===== src/rtl/k2_fetch_unit.sv =====
// Purpose: instruction fetch unit (PC, IR and a run/step/halt FSM) for a program ROM.
// Latency: one cycle from pc to ir; the ROM is read combinationally at address pc.
// Backpressure: stall freezes pc/ir/ir_pc/ir_valid; a jump still redirects while stalled.
//
// Optional feature: define K2_FETCH_STEP_EN to enable single-step mode (STEP state, step input).
// Without it, step is ignored and state never reads 2.
//
// Ports:
//   clk, rst            single clock, asynchronous active-high reset
//   start, stop, step   control pulses (run / halt request / single fetch)
//   stall               downstream not ready; hold fetch state
//   jmp_valid, jmp_addr redirect request and target
//   inst_in             ROM data for address pc
//   pc                  program counter, drives the ROM address
//   ir, ir_valid, ir_pc fetched instruction, valid flag and its source address
//   state               FSM state: IDLE=0, RUN=1, STEP=2, HALT=3
module k2_fetch_unit #(
    parameter int ADDR_W = 4,
    parameter int INST_W = 8
) (
    input  logic              clk,
    input  logic              rst,
    input  logic              start,
    input  logic              stop,
    input  logic              step,
    input  logic              stall,
    input  logic              jmp_valid,
    input  logic [ADDR_W-1:0] jmp_addr,
    input  logic [INST_W-1:0] inst_in,
    output logic [ADDR_W-1:0] pc,
    output logic [INST_W-1:0] ir,
    output logic              ir_valid,
    output logic [ADDR_W-1:0] ir_pc,
    output logic [1:0]        state
);

    typedef enum logic [1:0] {
        S_IDLE = 2'd0,
        S_RUN  = 2'd1,
        S_STEP = 2'd2,
        S_HALT = 2'd3
    } state_t;

    state_t cur_st;
    state_t nxt_st;
    logic   step_req;
    logic   active;

`ifdef K2_FETCH_STEP_EN
    assign step_req = step;
`else
    // Single-step mode is compiled out; step is deliberately left unconnected.
    logic step_unused;
    assign step_unused = step;
    assign step_req    = 1'b0;
`endif

    // Fetch/redirect only happen while running or stepping.
    assign active = (cur_st == S_RUN) || (cur_st == S_STEP);

    always_ff @(posedge clk or posedge rst) begin
        if (rst) begin
            cur_st <= S_IDLE;
        end else begin
            cur_st <= nxt_st;
        end
    end

    always_comb begin
        nxt_st = cur_st;
        case (cur_st)
            S_IDLE: begin
                if (start) begin
                    nxt_st = S_RUN;
                end else if (step_req) begin
                    nxt_st = S_STEP;
                end
            end
            // stop beats a simultaneous start while running.
            S_RUN: begin
                if (stop) begin
                    nxt_st = S_HALT;
                end
            end
            // The step ends when its fetch commits or a jump consumes it.
            S_STEP: begin
                if (jmp_valid || !stall) begin
                    nxt_st = S_IDLE;
                end
            end
            S_HALT: begin
                if (start) begin
                    nxt_st = S_RUN;
                end
            end
            default: nxt_st = S_IDLE;
        endcase
    end

    always_ff @(posedge clk or posedge rst) begin
        if (rst) begin
            pc       <= '0;
            ir       <= '0;
            ir_pc    <= '0;
            ir_valid <= 1'b0;
        end else if (active) begin
            if (jmp_valid) begin
                // Redirect flushes the wrong-path instruction; ir/ir_pc keep stale data.
                pc       <= jmp_addr;
                ir_valid <= 1'b0;
            end else if (!stall) begin
                ir       <= inst_in;
                ir_pc    <= pc;
                ir_valid <= 1'b1;
                pc       <= pc + ADDR_W'(1);
            end
        end else begin
            ir_valid <= 1'b0;
        end
    end

    assign state = cur_st;

endmodule


===== config.mk =====
export PLATFORM = sky130hd
export DESIGN_NAME = k2_fetch_unit
export DESIGN_NICKNAME = d
export VERILOG_FILES = /design/src/rtl/k2_fetch_unit.sv
export SDC_FILE = /design/constraint.sdc
export NUM_CORES = 1
export LEC_CHECK = 0
export CORE_AREA = 2 2 55 44
export CTS_BUF_LIST = sky130_fd_sc_hd__clkbuf_8
export CTS_CLUSTER_DIAMETER = 200
export DETAILED_ROUTE_END_ITERATION = 8
export DIE_AREA = 0 0 57 46
export GPL_ROUTABILITY_DRIVEN = 0
export GPL_TIMING_DRIVEN = 0
export HOLD_SLACK_MARGIN = 0.06
export PLACE_DENSITY = 0.84
export SKIP_LAST_GASP = 1
export SYNTH_ARGS = -nofsm -noshare
export SYNTH_HDL_FRONTEND = slang
export SYNTH_SLANG_ARGS = --single-unit

===== constraint.sdc =====
create_clock -name clk -period 2.66 [get_ports clk]
set_input_delay 0.399 -clock clk [delete_from_list [all_inputs] [get_ports clk]]
set_output_delay 0.399 -clock clk [all_outputs]
set_load 0.02 [all_outputs]

* Word level (Yosys, flattened, before mapping) *
Index checks and enable logic that the tools add are counted.
W data, S select, Z words.

cells by class
  reductions and logical operators = 8
  bitwise operators = 2
  eq/ne operators = 8
  $add $sub $neg = 1
  multiplexer cells = 9

operators with widths
  kind                   count
  $mux W4                2
  $mux W2                3
  $ne A2 B1 Y1 const B   3
  $pmux W2 S3            1
  $reduce_and A3 Y1      2
  $add A4 B1 Y4 const B  1
  $eq A2 B2 Y1 const B   2
  $mux W1                3
  $ne A3 B3 Y1 const B   1
  $eq A2 B1 Y1 const B   1
  $logic_not A2 Y1       1
  $logic_or A1 B1 Y1     2
  $ne A2 B2 Y1 const B   1
  $not A1 Y1             2
  $reduce_and A2 Y1      1
  $reduce_or A2 Y1       1
  $logic_not A1 Y1       1

word-level totals
  output and inout port bits = 19
  register bits after elaboration = 19
  input port bits = 19

* Longest topological paths before layout *
Gate-level depths: netlist of run 1.

  depth in word-level cells = 4
  depth in mapped cells = 6
  depth with buffers taken out = 5

* Least setup slack after synthesis of run 1 *
OpenSTA, ideal clock, no wires.

  path type = reg-to-reg
  start point = reg cur_st[0] (netlist: state[0])
  end point = reg cur_st[1] (netlist: state[1])
  path buffers = 1
  arrival = 1.656 ns
  setup time = 0.125 ns
  data required time = 2.535 ns
  setup slack = 0.879 ns
  cell stages (with the launch flop) = 7
  cell sequence = dfrtp_1 > inv_1 > ha_1 > buf_4 > nor2b_4 > a211oi_2 > mux2_4

between the ends
  longest elaborated chain between the ends = 4

RTL lines
  item                                                     RTL line  text
  start, declared                                          44        state_t cur_st;
  start signal, assigned                                   65        cur_st <= nxt_st;
  $eq A2 B2 Y1 / $logic_not A2 Y1 (equally long branches)  71        case (cur_st)
  $reduce_or A2 Y1 (no line)                               n/a
  $ne A2 B1 Y1 (no line)                                   n/a
  $reduce_and A3 Y1 (no line)                              n/a

Several ways; a longest one is shown, not always the timed one.
A chain may end at the register's enable or synchronous reset.

* Final worst setup path of run 1 *
Ends and elaborated chain as after synthesis.

==> results of run 1 <==
-- power by group through the flow --
stage	Clock (mW)	Combinational, mW	Sequential [mW]
2_1_floorplan	0	0.365	0.702
3_3_place_gp	0	0.892	0.529
3_5_place_dp	0	0.924	0.550
4_1_cts	0.206	0.925	0.546
5_1_grt	0.214	0.978	0.562
6_report	0.200	0.916	0.543
-- cell families after synthesis --
kind of cell / count (synthesis) / share of synthesized area
flops: 19 / 0.516
simple gates: 15 / 0.120
mux: 14 / 0.174
compound gates: 12 / 0.0897
buf+inv: 8 / 0.0462
fa+ha+maj: 4 / 0.0543
-- final cells by class --
class                           count  area (sq um)
Fill cell                         178           782
Timing Repair Buffer               36           360
Clock inverter                      1          3.75
Tap cell                           25          31.3
Multi-Input combinational cell     45           403
Buffer                              3          23.8
Inverter                            5          18.8
Sequential cell                    19           475
Clock buffer                        3          41.3
-- state kept, by name (all words and copies together), names as in the netlist --
name      count
ir            8
ir_pc         4
ir_valid      1
pc            4
state         2
-- synth_stat cells, types with 2 or more instances --
cell     number
dfrtp_1      19
mux2_2       12
inv_1         5
o21ai_0       5
ha_1          4
nor3_1        3
a22oi_1       2
and2b_1       2
nand3_1       2
nor2_1        2
nor2b_4       2
-- cells in the final DEF, fill, tap and decap left out --
cell type / synthesis / routed
clkdlybuf4s50_1: 0 / 36
dfrtp_1: 19 / 19
mux2_2: 12 / 12
inv_1: 5 / 6
o21ai_0: 5 / 5
ha_1: 4 / 4
nor3_1: 3 / 3
clkbuf_8: 0 / 3
nor2b_4: 2 / 2
and2b_1: 2 / 2
nand3_1: 2 / 2
nor2_1: 2 / 2
a22oi_1: 2 / 2
nor3_4: 1 / 1
buf_6: 1 / 1
buf_4: 1 / 1
o32ai_1: 1 / 1
buf_2: 1 / 1
nor2b_1: 1 / 1
nand4b_1: 1 / 1
mux2i_1: 1 / 1
nand2_1: 1 / 1
a211oi_2: 1 / 1
mux2_4: 1 / 1
o2bb2ai_1: 1 / 1
a21oi_1: 1 / 1
a211oi_1: 1 / 1
-- layer usage --
layer,GRT usage,up-vias,part of all wire
li1,-,332,-
met1,0.196,345,0.41
met2,0.306,22,0.50
met3,0.0568,7,0.049
met4,0.121,0,0.034
met5,0,-,0
-- worst paths after layout --
check	start	endpoint	slack, ns	depth (start not counted)
min in group asynchronous	rst	ir[6]$_DFFE_PP0P_	0.56	2
worst min-delay path	ir[0]$_DFFE_PP0P_	ir[0]$_DFFE_PP0P_	0.51	1
max in group asynchronous	rst	state[1]$_DFFE_PP0P_	1.64	2
worst min register to register	ir[0]$_DFFE_PP0P_	ir[0]$_DFFE_PP0P_	0.51	1
worst max register to register	state[0]$_DFFE_PP0P_	state[1]$_DFFE_PP0P_	0.86	6
worst max-delay path	state[0]$_DFFE_PP0P_	state[1]$_DFFE_PP0P_	0.86	6
-- through the flow --
| step | hold WS [ns] | setup slack [ns] |
|---|---|---|
| 3_5_place_dp | 0.498 | 0.719 |
| 4_1_cts | 0.516 | 0.851 |
| 2_1_floorplan | 0.350 | 0.879 |
| 3_3_place_gp | 0.488 | 0.782 |
| 6_report | 0.511 | 0.863 |
| 5_1_grt | 0.527 | 0.797 |
==> flow_summary_export.csv, run 1 <==
group,metric,value,unit
place,post_detailed_placement_cell_area,1310,sq um
synth,synthDistinctLibCells,25,
synth,yosysSeqAreaShare,0.516,
floorplan,initial_core_util,0.430,
synth,netlist_area,921,sq um
layout,num_antenna_cells,0,
timing,timing.final.setup_violations,0,
worst_setup_path,critPathBufInv,2,
synth,ys_dominant_reg_cell,"dfrtp_1",
cts,clockRootBuffer,"clkbuf_8",
floorplan,die_x,57,um
synth,yosys_register_bits,19,
power,sequentialPowerShare,0.327,
global_route,global_route.usage.total,0.179,
layout,flow.area_growth_from_synthesis,47.4,%
global_route,first_global_vias,696,
place,detailed_place_hpwl,1670,um
floorplan,rows,15,
worst_setup_path,category_of_the_most_critical_setup_path,"flop to flop",
global_route,number_of_antenna_violations_at_the_first_check_in_global_routing,0,
synth,postSynthNetCount,95,
layout,core_utilization_of_the_finished_layout,0.635,
routing,vias,706,
place,io_buffers,36,
timing,worst-slew-pin-transition,0.731,ns
power,power.share.combinational,0.552,
synth,asyncSetResetFlopFracSynth,1.00,
worst_setup_path,cell_with_the_largest_stage_delay_on_the_worst_path,"dfrtp_1",
global_route,grt.overflow.total,0,
power,p_sw_frac,0.384,
routing,first_iter_violations,7,
worst_setup_path,worstPathCellList,"inv_1 -> ha_1 -> buf_4 -> nor2b_4 -> a211oi_2 -> mux2_4",
timing,final_max_slew_viol_count,0,
cts,cts.clk_slew.worst_paths,0.07,ns
synth,synthesis.yosys.warnings,0,
worst_setup_path,worst_path_largest_cell_delay,0.40,ns
synth,postSynthAreaPerCell,12.8,sq um
cts,clk-insertion-delay-late,0.26,ns
global_route,largest_net_degree_at_the_start_of_global_routing,20,
routing,viasPerCell,5.15,
synth,synth.area.top_cells,"dfrtp_1 52%, mux2_2 15%, ha_1 5.4%",
power,power_report.internal_total,1.02,mW
floorplan,io_pins,38,
worst_setup_path,cp_data_arrival_time,1.95,ns
timing,period_needed,1.80,ns
power,irDropWorstVdd,712,uV
routing,detail_route.first_pass.iterations,4,
layout,postLayoutCellArea,1360,sq um
synth,netlist.area_leader.share,0.516,
synth,postSynthCellCount,72,
power,cellLeakagePower,0.593,nW
power,cell_pwr_density,1220,nW/um^2
power,power.net_switching,636,uW
cts,postCtsSetupBuffers,0,
cts,total_clock_sinks,19,
cts,holdBufCountCts,0,
timing,final.setup_skew,0.00153,ns
cts,h_tree_depth,1,
cts,cts-resized-gates,0,
layout,final_cell_count_no_fill,137,
cts,tritoncts,"yes",
timing,hold_violations,0,
timing,finalCritPeriodShare,0.676,
run_status,status,"finished clean",
timing,max_slew_margin,0.512,
worst_setup_path,crit_fanout,10,
timing,fin_tns_setup,0,ns
layout,nNetsFinal,136,
job,max_cap_viol_count,0,
global_route,first_pass_grt_wire_length,3280,um
place,place.detailed.instances,133,
min_path,timing.hold.worst.class,"flop to flop",
routing,drtAntennaViolNets,0,
timing,rsz0062_at_grt,"false",
worst_setup_path,worst_setup_path_start_kind,"flop",
power,power.total,1.66,mW
worst_setup_path,setup.worst_path.end_class,"flop",
cts,clock_tree.buffer_depth,2,
floorplan,floorplan.die_area,2620,sq um
synth,cell_type_with_the_highest_aggregate_area_in_the_netlist,"dfrtp_1",
power,portion_of_total_power_attributed_to_the_clock_network,0.120,
layout,drive_gt1_frac,0.205,
floorplan,die_h,46,um
timing,max_clock_freq,557,MHz
cts,cts_buffers,3,
worst_setup_path,cp.required,2.81,ns
routing,post_drt_wl_per_cell,15.5,um
worst_setup_path,path_delay_family,"flip-flops",
floorplan,design.core.area,2140,sq um
routing,route.final.wire_length,2120,um
routing,drc_errors,0,
synth,synth_enable_flop_cells,0,
Power figures use the tool's default switching activity.
==> inputs of run 2 (changes only) <==
Settings changed: CORE_AREA 2 2 55 44 to 2 2 60 48, DIE_AREA 0 0 57 46 to 0 0 62 50, PLACE_DENSITY 0.84 to 0.74.
Clock period 2.66 ns to 1.6 ns, I/O delays scaled along.
==> flow_summary_export.csv, run 2 (synthesized netlist as in run 1, its figures left out) <==
group,metric,value,unit
place,placement.setup.worst_slack,-0.161,ns
cts,h_tree_depth,1,
layout,area.sequential,478,sq um
global_route,grt.overflow.total,0,
layout,final_common_cell,"clkdlybuf4s50_1",
layout,final_cell_count_no_fill,152,
power,irDropWorstVdd,754,uV
place,post_detailed_placement_cell_area,1340,sq um
routing,first_iter_violations,19,
worst_setup_path,critPathBufInv,1,
global_route,global_route.usage.total,0.143,
timing,final_max_slew_viol_count,0,
timing,worst-slew-pin-transition,0.708,ns
routing,drtAntennaViolNets,0,
worst_setup_path,crit_fanout,7,
min_path,timing.hold.worst.class,"input port to async pin",
floorplan,rows,16,
floorplan,io_pins,38,
cts,clockRootBuffer,"clkbuf_8",
global_route,first_global_vias,688,
worst_setup_path,worst-r2r-setup-slack,-0.006,ns
layout,core_utilization_of_the_finished_layout,0.570,
routing,viasPerCell,4.68,
cts,cts_buffers,3,
timing,hold_ws,0.394,ns
worst_setup_path,cp_data_arrival_time,1.76,ns
layout,largest_register_ff_count,8,
routing,route.final.wire_length,1950,um
layout,n_fill_cell,212,
routing,drc_errors,0,
timing,hold_violations,0,
timing,final.setup_skew,0.00256,ns
power,power.total,2.91,mW
worst_setup_path,worst_setup_path_start_kind,"flop",
timing,worst_slack,-0.00584,ns
job,max_cap_viol_count,0,
worst_setup_path,worstPathCellList,"ha_4 -> buf_6 -> nor2b_4 -> a211oi_2 -> mux2_4",
worst_setup_path,cp-startpoint,"state[1]$_DFFE_PP0P_",
cts,tritoncts,"yes",
power,cell_pwr_density,2040,nW/um^2
run_status,violations,"negative setup slack",
floorplan,design.core.area,2500,sq um
timing,rsz0062_at_grt,"true",
timing,timing.final.setup_violations,1,
global_route,number_of_antenna_violations_at_the_first_check_in_global_routing,0,
worst_setup_path,cell_with_the_largest_stage_delay_on_the_worst_path,"dfrtp_2",
routing,detail_route.first_pass.iterations,4,
place,io_buffers,36,
floorplan,die_h,50,um
timing,fin_tns_setup,-0.00584,ns
timing,max_clock_freq,623,MHz
floorplan,initial_core_util,0.368,
layout,nNetsFinal,140,
worst_setup_path,setup.worst_path.end_class,"flop",
floorplan,die_x,62,um
layout,multi_input_area,415,sq um
layout,flow.area_growth_from_synthesis,54.9,%
layout,num_antenna_cells,0,
power,cellLeakagePower,0.628,nW
place,detailed_place_hpwl,1510,um
worst_setup_path,cp_endpoint,"state[1]$_DFFE_PP0P_",
layout,final_cell_mix,"34 x clkdlybuf4s50_1, 17 x dfrtp_1, 12 x mux2_2, 5 x o21ai_0",
layout,drive_gt1_frac,0.276,
worst_setup_path,worst_path_largest_cell_delay,0.45,ns
global_route,first_pass_grt_wire_length,3150,um
global_route,largest_net_degree_at_the_start_of_global_routing,20,
layout,top_register,"ir",
routing,post_drt_wl_per_cell,12.8,um
layout,layout_top_registers,"ir (8), ir_pc (4), pc (4)",
timing,period_needed,1.61,ns
cts,clk-insertion-delay-late,0.26,ns
cts,cts.clk_slew.worst_paths,0.07,ns
run_status,status,"finished, violations left",
place,place.detailed.instances,144,
worst_setup_path,category_of_the_most_critical_setup_path,"flop to flop",
cts,holdBufCountCts,0,
worst_setup_path,path_delay_family,"flip-flops",
routing,vias,711,
cts,clock_tree.buffer_depth,2,
worst_setup_path,reg2reg_to,"state[1]$_DFFE_PP0P_",
timing,max_slew_margin,0.528,
floorplan,floorplan.die_area,3100,sq um
worst_setup_path,worstSetupPathDepth,5,
cts,total_clock_sinks,19,
worst_setup_path,worst_r2r_path_depth,5,
timing,finalCritPeriodShare,1.00,
layout,postLayoutCellArea,1430,sq um
worst_setup_path,cp.required,1.75,ns
worst_setup_path,worst_reg2reg_startpoint,"state[1]$_DFFE_PP0P_",
run 2: cell types whose count changed in the layout (fill, tap and decap cells not counted), sizes merged:
cell / change
buf: +4
clkdlybuf4s50: -2
clkinv: +1
dlymetal6s2s: +2
inv: -1
run 2: layout make-up:
type                       count  area share
clock buffer                   3      0.0289
buffer                         3      0.0193
timing repair buffer          40       0.277
sequential                    19       0.335
tap                           36      0.0316
clock inverter                 1     0.00351
inverter                       5      0.0132
multi-input combinational     45       0.291
run 2: how the worst min path moves through the flow:
| stage | from | endpoint | slack, ns | cells past startpoint |
|---|---|---|---|---|
| after floorplan | rst | ir[0]$_DFFE_PP0P_ | 0.19 | 1 |
| after global placement | ir_pc[0]$_DFFE_PP0P_ | ir_pc[0]$_DFFE_PP0P_ | 0.49 | 1 |
| after detailed placement | ir_pc[2]$_DFFE_PP0P_ | ir_pc[2]$_DFFE_PP0P_ | 0.49 | 1 |
| after CTS | rst | pc[2]$_DFFE_PP0P_ | 0.42 | 2 |
| after global routing | rst | ir[5]$_DFFE_PP0P_ | 0.48 | 2 |
| final | rst | ir[3]$_DFFE_PP0P_ | 0.39 | 2 |
run 2: repair_timing:
action                     in CTS  in global routing
buffers inserted                1                  3
pin swaps                       0                  2
setup endpoints to repair       1                  4
resized for setup               0                  4
run 2: routing by layer:
metal  wire length (um)  vias up  global-route usage
met5                  0        -                   0
met4                 21        0              0.0426
met3                121        3              0.0525
met2               1020       22               0.247
met1                785      342               0.161
li1                   -      344                   -
run 2: report_power, final:
part           internal [mW]  leakage [nW]  total (mW)  switching (mW)
Clock                  0.174        0.0255       0.337           0.163
Sequential             0.724         0.226       0.894           0.170
Combinational          0.942         0.376        1.68           0.741
Total                   1.84         0.628        2.91            1.07
